==> config.mk <==
export PLATFORM = sky130hd
export DESIGN_NAME = fifo_write_ctrl
export DESIGN_NICKNAME = d
export VERILOG_FILES = /design/src/rtl/fifo_write_ctrl_pkg.sv /design/src/rtl/fifo_write_ctrl_sat_counter.sv /design/src/rtl/fifo_write_ctrl.sv
export SDC_FILE = /design/constraint.sdc
export NUM_CORES = 1
export LEC_CHECK = 0
export CORE_AREA = 3 3 47 71
export DETAILED_ROUTE_END_ITERATION = 12
export DIE_AREA = 0 0 50 74
export DONT_BUFFER_PORTS = 1
export PLACE_DENSITY = 0.54
export RECOVER_POWER = 25
export SLEW_MARGIN = 20
export SYNTH_ARGS = -nofsm -noshare
export SYNTH_HDL_FRONTEND = slang
export SYNTH_SLANG_ARGS = --single-unit
export TNS_END_PERCENT = 5
==> constraint.sdc <==
create_clock -name clk -period 3.3 [get_ports clk]
set_input_delay 0.165 -clock clk [delete_from_list [all_inputs] [get_ports clk]]
set_output_delay 0.165 -clock clk [all_outputs]
set_load 0.005 [all_outputs]
==> src/rtl/fifo_write_ctrl_pkg.sv <==
// fifo_write_ctrl_pkg: shared queue defaults so read and write controllers agree on pointer format
package fifo_write_ctrl_pkg;
    localparam int DEF_ADDR_W = 4;
    localparam int DEF_CNT_W  = 8;
endpackage

==> src/rtl/fifo_write_ctrl_sat_counter.sv <==
// sat_counter: saturating event counter, clear-then-increment when both requested
module sat_counter
    import fifo_write_ctrl_pkg::*;
#(
    parameter int W = DEF_CNT_W
) (
    input  logic         clk,
    input  logic         rst_n,
    input  logic         clr,
    input  logic         inc,
    output logic [W-1:0] cnt
);
    always_ff @(posedge clk or negedge rst_n)
        if (!rst_n)
            cnt <= '0;
        else
            cnt <= inc ? (clr ? W'(1) : (&cnt ? cnt : cnt + 1'b1)) : (clr ? '0 : cnt);
endmodule

==> src/rtl/fifo_write_ctrl.sv <==
// fifo_write_ctrl: write-side queue controller with occupancy flags, overflow tracking and flush
module fifo_write_ctrl
    import fifo_write_ctrl_pkg::*;
#(
    parameter int ADDR_W   = DEF_ADDR_W,
    parameter int AFULL_TH = 2**ADDR_W - 2,
    parameter int CNT_W    = DEF_CNT_W
) (
    input  logic              clk,
    input  logic              rst_n,
    input  logic              push,
    input  logic              flush,
    input  logic              ovf_clr,
    input  logic [ADDR_W:0]   rd_ptr,
    output logic              wr_en,
    output logic [ADDR_W-1:0] wr_addr,
    output logic [ADDR_W:0]   wr_ptr,
    output logic [ADDR_W:0]   level,
    output logic              full,
    output logic              almost_full,
    output logic              overflow,
    output logic              ptr_err,
    output logic [CNT_W-1:0]  drop_cnt
);
    localparam logic [ADDR_W:0] AF = (ADDR_W+1)'(AFULL_TH);
    logic drop;
    logic overrun;
    assign level       = wr_ptr - rd_ptr;
    // MSB set covers both level == DEPTH and a read-side overrun, so writes stay blocked either way
    assign full        = level[ADDR_W];
    assign overrun     = level[ADDR_W] & |level[ADDR_W-1:0];
    assign almost_full = level >= AF;
    assign wr_en       = push & ~full & ~flush & rst_n;
    assign drop        = push & full & ~flush;
    assign wr_addr     = wr_ptr[ADDR_W-1:0];
    always_ff @(posedge clk or negedge rst_n)
        if (!rst_n) begin
            wr_ptr   <= '0;
            overflow <= 1'b0;
            ptr_err  <= 1'b0;
        end else begin
            wr_ptr   <= flush ? rd_ptr : (wr_en ? wr_ptr + 1'b1 : wr_ptr);
            overflow <= drop ? 1'b1 : (ovf_clr ? 1'b0 : overflow);
            ptr_err  <= overrun ? 1'b1 : (ovf_clr ? 1'b0 : ptr_err);
        end
    sat_counter #(.W(CNT_W)) u_drop_cnt (
        .clk   (clk),
        .rst_n (rst_n),
        .clr   (ovf_clr),
        .inc   (drop),
        .cnt   (drop_cnt)
    );
endmodule

# Word-level counts from Yosys, hierarchy flattened
# Cells that the tools add are included.
# W data, S select, Z words.
# totals
input_bits,10
output_inout_bits,27
regBits,15
elab_cells,32
# classes
eq_ne,1
muxes,9
bitwise,8
magnitude_cmp,1
addsub,3
reduce_logical,6
# op_table
operator,n
$mux W8,4
$mux W5,2
$add A8 B1 Y8 const B,1
$reduce_and A8 Y1,1
$and A1 B1 Y1,6
$reduce_bool A2 Y1,3
$add A5 B1 Y5 const B,1
$ge A5 B4 Y1 const B,1
$sub A5 B5 Y5,1
$reduce_or A4 Y1,1
$mux W1,3
$ne A2 B2 Y1 const B,1
$not A1 Y1,2
$reduce_and A2 Y1,1

# Longest topological paths before layout
# logic_depth
word_depth,7
depth_mapped,11
depth_no_buf,10

# Cells and area by module
# From an unflattened synthesis, not the netlist that was laid out.
# hier_totals
cells_unflattened,107
area_unflattened_um2,1033.5
# by_module_without_submodules
module,cells_per_inst,instances,area_per_inst_um2,seq_area_each_um2
fifo_write_ctrl,63,1,595.6,175.2
sat_counter,44,1,437.9,200.2

# Least setup slack after synthesis
# No wires, ideal clock.
# synth_timing
path_type,register to register
startpoint,reg wr_ptr[0]
endpoint,reg u_drop_cnt.cnt[3]
path_stages_with_launch,10
required_time_ns,3.172
arrival_time_ns,2.043
synth_period_minus_slack_ns,2.171
path_buffers,0
setup_time_ns,0.128
slack_ns,1.129
path_cell_list,dfrtp_1 -> inv_1 -> ha_1 -> inv_1 -> fa_1 -> nand3_1 -> a21oi_1 -> or2_4 -> nor3_2 -> mux2_1
# synth_between
elab_chain_cells,5
word_cells_on_any_way,6
cone_classes,add/sub (1); mux (1); bitwise (2); reduce/logical (2)
# synth_rtl
element,line,text
"start, declared",fifo_write_ctrl.sv:17,"output logic [ADDR_W:0] wr_ptr,"
"start signal, assigned",fifo_write_ctrl.sv:42,wr_ptr <= flush ? rd_ptr : (wr_en ? wr_ptr + 1'b1 : wr_ptr);
$sub A5 B5 Y5 *,fifo_write_ctrl.sv:28,assign level = wr_ptr - rd_ptr;
$and A1 B1 Y1 * (2 in series),fifo_write_ctrl.sv:34,assign drop = push & full & ~flush;
$reduce_bool A2 Y1 (no line),-,
$reduce_and A2 Y1 (no line),-,
"end signal, assigned",fifo_write_ctrl_sat_counter.sv:17,cnt <= inc ? (clr ? W'(1) : (&cnt ? cnt : cnt + 1'b1)) : (clr ? '0 : cnt);
"end, declared",fifo_write_ctrl_sat_counter.sv:11,output logic [W-1:0] cnt
# Mark *: on every way between the ends. The rest lies on a longest branch, timed or not.
# A chain may end at the register's enable or synchronous reset.

# Worst setup path in the final report
# layout_timing
startpoint,reg wr_ptr[0]
endpoint,out almost_full
# layout_between
elab_chain_cells,2
# layout_rtl
element,line,text
$sub A5 B5 Y5,fifo_write_ctrl.sv:28,
net full,fifo_write_ctrl.sv:19,"output logic full,"
$ge A5 B4 Y1,fifo_write_ctrl.sv:32,assign almost_full = level >= AF;
"end, declared",fifo_write_ctrl.sv:20,"output logic almost_full,"
# The timed path passes the listed nets, and every way through them passes these cells.

==> metrics.sh <==
OUTCOME='completed'
CTS_TREE='yes'
CRITICAL_PATH_SLOWEST_STAGE_CELL='sky130_fd_sc_hd__dfrtp_1'
COMB_POWER_SHARE=0.267
HOLD_PATH.CLASS='in2reg'
CRIT_CHAIN='inv_1 -> ha_1 -> inv_1 -> fa_1 -> nand3_1 -> and3_1 -> or2_4 -> inv_6 -> a31o_1'
POSTSYNTHNETCOUNT=137
FINISH.NET_COUNT=136
PIN_COUNT_OF_THE_BIGGEST_NET_ENTERING_GLOBAL_ROUTING=16
WIRELENGTH_UM=2660
SYNTH_ENABLE_FLOP_CELLS=0
LAUNCHING_ELEMENT_OF_THE_WORST_SETUP_PATH='wr_ptr[0]'
MET2WIRELENGTH_UM=1450
WL_MET3_UM=194
CRIT_PATH_FREQUENT_CELL='sky130_fd_sc_hd__inv_1'
GRT_SETUP_UNREPAIRED='false'
SYNTH_COMPOUND_AREA_FRAC=0.173
DIE_H_UM=74
PATH_CLASS='reg2out'
CLK-INSERTION-DELAY-LATE_NS=0.24
TOTAL_LEAKAGE_POWER_nW=0.481
SYNTH_LARGEST_TYPE_AREA_FRACTION=0.341
FINAL.PERIOD_UTILIZATION=0.728
PLACE_HPWL_UM=1980
SYNTH.YOSYS.SEQ_AREA_SHARE=0.341
SYNTH_SIMPLE_GATE_AREA_SHARE=0.220
SYNTHDISTINCTLIBCELLS=40
VIAS=869
POST_SYNTH_MUX_AREA_SHARE=0.0398
RR_STARTPOINT='wr_ptr[0]'
STARTING_DENSITY_OF_THE_CORE=0.386
FINAL_CRITICAL_PATH_SETUP_SLACK_NS=0.898
FLOORPLAN.CORE_AREA_UM2=2850
GRT_FIRST_PASS_WIRELENGTH_UM=4420
LAYOUT.AREA.SEQ_UM2=375
ROW_COUNT=24
HOLD_DEPTH=1
AREA_GROWTH_PCT=4.10
SWITCHING_POWER_mW=0.171
ROUTEDWLPERCELL_UM=17.0
POSTSYNTH.ASYNCRESETSHARE=1.00
PORTBUFFERS=0
CTS.HTREE.LEVELS=1
MULTIINPUTGATEAREA_UM2=606
MOST_FREQUENT_CELL_AFTER_SYNTHESIS='sky130_fd_sc_hd__dfrtp_1'
PWR_DENSITY_CELL_nW_PER_UM2=442
FINISH.UTILIZATION=0.401
POWER_SHARE_OF_THE_SEQUENTIAL_GROUP=0.439
TIMING_MAX_TRANSITION_VIOLATIONS_FINAL=0
DRT-INITIAL-DRC-COUNT=21
FIRST_GLOBAL_VIAS=911
CLOCK_SINK_COUNT=15
FULL_DIE_AREA_UM2=3700
SYN-INSTANCE-COUNT=120
GRT_OVERFLOW=0
TIMING.FINAL.CRIT_PERIOD_NS=2.40
DRIVE_ABOVE_1_SHARE=0.102
GR_USAGE_TOTAL=0.154
REG2REGPATHDEPTH=10
CATEGORY_OF_THE_WORST_SETUP_PATH_CAPTURE_POINT='output port'
TOP_SIGNAL_LAYER_USED='met4'
LAYOUT.FILLER_CELLS=301
SYNTH_XOR_XNOR_AREA_SHARE=0.0319
POWER_SWITCHING_SHARE=0.338
CLOCK-ROOT-BUFFER='sky130_fd_sc_hd__clkbuf_8'
CTS_SETUP_BUFFERS=0
FINAL_HOLD_VIOLS=0
SYNTH.FF_LATCH_COUNT=15
MAX-SLEW-MARGIN-REL=0.504
DRC=0
SYNTH_FLOP_CELL='sky130_fd_sc_hd__dfrtp_1'
STARTPOINT_TYPE='flop'
SYNTH.YOSYS.WARNINGS=0
GP_ROUTABILITY_CONGESTION=0.743
WORSTREG2REGEND='wr_ptr[3]'
MAXIMUM_CLOCK_INSERTION_BUFFER_COUNT=2
DATA_REQUIRED_TIME_OF_THE_WORST_PATH_NS=3.13
PATH_MAX_FANOUT=14
CTS-BUFFERS-INSERTED=3
VIA_PER_INST=5.54
DIEWIDTH_UM=50
MAX_CLOCK_FREQ_MHz=416
PER_INSTANCE_AVERAGE_AREA_AFTER_SYNTHESIS_UM2=9.17
WORST_HOLD_SLACK_NS=0.0124
CRITICAL-PATH-MAX-STAGE-DELAY_NS=0.47
SYNTHESIS.AREA_UM2=1100
WORST_SETUP_HOLD_PATH_CLK_SLEW_NS=0.06
ADDER_CELL_SHARE_OF_THE_SYNTHESIZED_AREA=0.0865
MOST_FREQUENT_CELLS_AFTER_SYNTHESIS='sky130_fd_sc_hd__dfrtp_1 (15), sky130_fd_sc_hd__inv_1 (11), sky130_fd_sc_hd__nand2_1 (11), sky130_fd_sc_hd__nor2_1 (11), sky130_fd_sc_hd__nand3_1 (7)'
POWER_REPORT.INTERNAL_TOTAL_mW=0.335
GRT_ANTENNA_BEFORE_REPAIR=0
CRIT_PATH_END='almost_full'
SYNTH_TOP_FAMILY_BY_AREA='simple AND/OR/NAND/NOR gates'
IO_PINS=37
SETUP.REG_TO_REG.WORST_SLACK_NS=0.95
DRV.MAX_CAP_VIOLATION_COUNT=0
DETAILEDROUTE.FIRSTPASSITERATIONCOUNT=4
DRT.ANTENNA.VIOLATING_NETS=0
SETUP_VIOL=0
CLKPWRFRAC=0.294
MET1_LENGTH_UM=1010
NETLIST_TOP_CELLS_AREA='sky130_fd_sc_hd__dfrtp_1 (34%), sky130_fd_sc_hd__ha_1 (6.8%), sky130_fd_sc_hd__buf_4 (4.1%)'
LIBRARY_CELL_OCCUPYING_THE_MOST_AREA_IN_THE_POST_SYNTHESIS_NETLIST='sky130_fd_sc_hd__dfrtp_1'
TIMING.SETUP.TNS_NS=0
FIN_WORST_SKEW_NS=0.00198
POWER.IR.VDD_WORST_V=0.000196
DATA_ARRIVAL_AT_THE_ENDPOINT_OF_THE_CRITICAL_PATH_NS=2.24
DIODES=0
POST-PLACE-WS_NS=0.950
TIGHTEST_SLEW_NS=0.741
-- worst min path at each step --
stage	from	slack, ns	end
2_1_floorplan	rst_n	-0.13	overflow
3_3_place_gp	rst_n	-0.13	ptr_err
3_5_place_dp	rst_n	-0.13	ptr_err
4_1_cts	ovf_clr	0.003	overflow
5_1_grt	ovf_clr	0.008	overflow
6_report	ovf_clr	0.01	overflow
-- metal layers --
layer | vias up | track usage
met5 | - | 0
met4 | 0 | 0.0462
met3 | 2 | 0.0501
met2 | 28 | 0.292
met1 | 420 | 0.157
li1 | 419 | -
-- state kept, by name, indices dropped and copies added (netlist names) --
name	flops
overflow	1
ptr_err	1
wr_ptr	5
u_drop_cnt.cnt	8
-- logic make-up after synthesis --
kind of cell    after synthesis
compound gates               24
fa+ha+maj                     7
buf+inv                      20
xor+xnor                      4
flops                        15
simple gates                 46
mux                           4
-- timing repair --
action,in CTS,in global routing
endpoints found under the setup margin,0,0
gates resized for setup,0,0
endpoints found under the hold margin,19,0
hold buffers,2,0
-- power by group through the flow --
| stage | clock network (mW) | logic, mW | registers, mW |
|---|---|---|---|
| finish | 0.149 | 0.135 | 0.222 |
| global route | 0.164 | 0.153 | 0.226 |
| CTS | 0.156 | 0.139 | 0.223 |
| detailed placement | 0 | 0.131 | 0.226 |
| global placement | 0 | 0.130 | 0.225 |
| floorplan | 0 | 0.132 | 0.219 |
-- worst max-delay path, delay by kind of cell, from the launching register on --
kind,cells,cell delay [ns]
AND/OR/NAND/NOR,3,0.54
buffers and inverters,3,0.24
adder cells (fa/ha/maj),2,0.53
flip-flops,1,0.47
AO/OA/AOI/OAI,1,0.21
-- cell type report --
| type | count | share of cell area |
|---|---|---|
| flip-flops and latches | 15 | 0.328 |
| well taps | 39 | 0.0426 |
| inverters | 12 | 0.0437 |
| multi-input cells | 85 | 0.529 |
| repair buffers | 2 | 0.0175 |
| clock buffers | 4 | 0.0393 |
-- stage by stage --
stage	power (mW)	cell area (um^2)	std cells
floorplan	0.351	1100	120
finish	0.506	1140	157
global placement	0.355	1080	151
CTS	0.518	1140	157
global route	0.543	1140	157
detailed placement	0.357	1080	151
-- placed cells by master, fill, tap and decap left out, types with 3 or more instances in the layout --
master                     Yosys  layout
sky130_fd_sc_hd__nand3_1       7       7
sky130_fd_sc_hd__o311ai_1      4       4
sky130_fd_sc_hd__mux2_1        3       3
sky130_fd_sc_hd__clkbuf_8      0       3
sky130_fd_sc_hd__nor2_1       11      11
sky130_fd_sc_hd__a21oi_1       3       3
sky130_fd_sc_hd__nor2b_1       4       4
sky130_fd_sc_hd__dfrtp_1      15      15
sky130_fd_sc_hd__nand2_1      11      11
sky130_fd_sc_hd__inv_1        11      11
sky130_fd_sc_hd__ha_1          6       6
sky130_fd_sc_hd__nor3_2        3       3
Power figures use the tool's default switching activity.
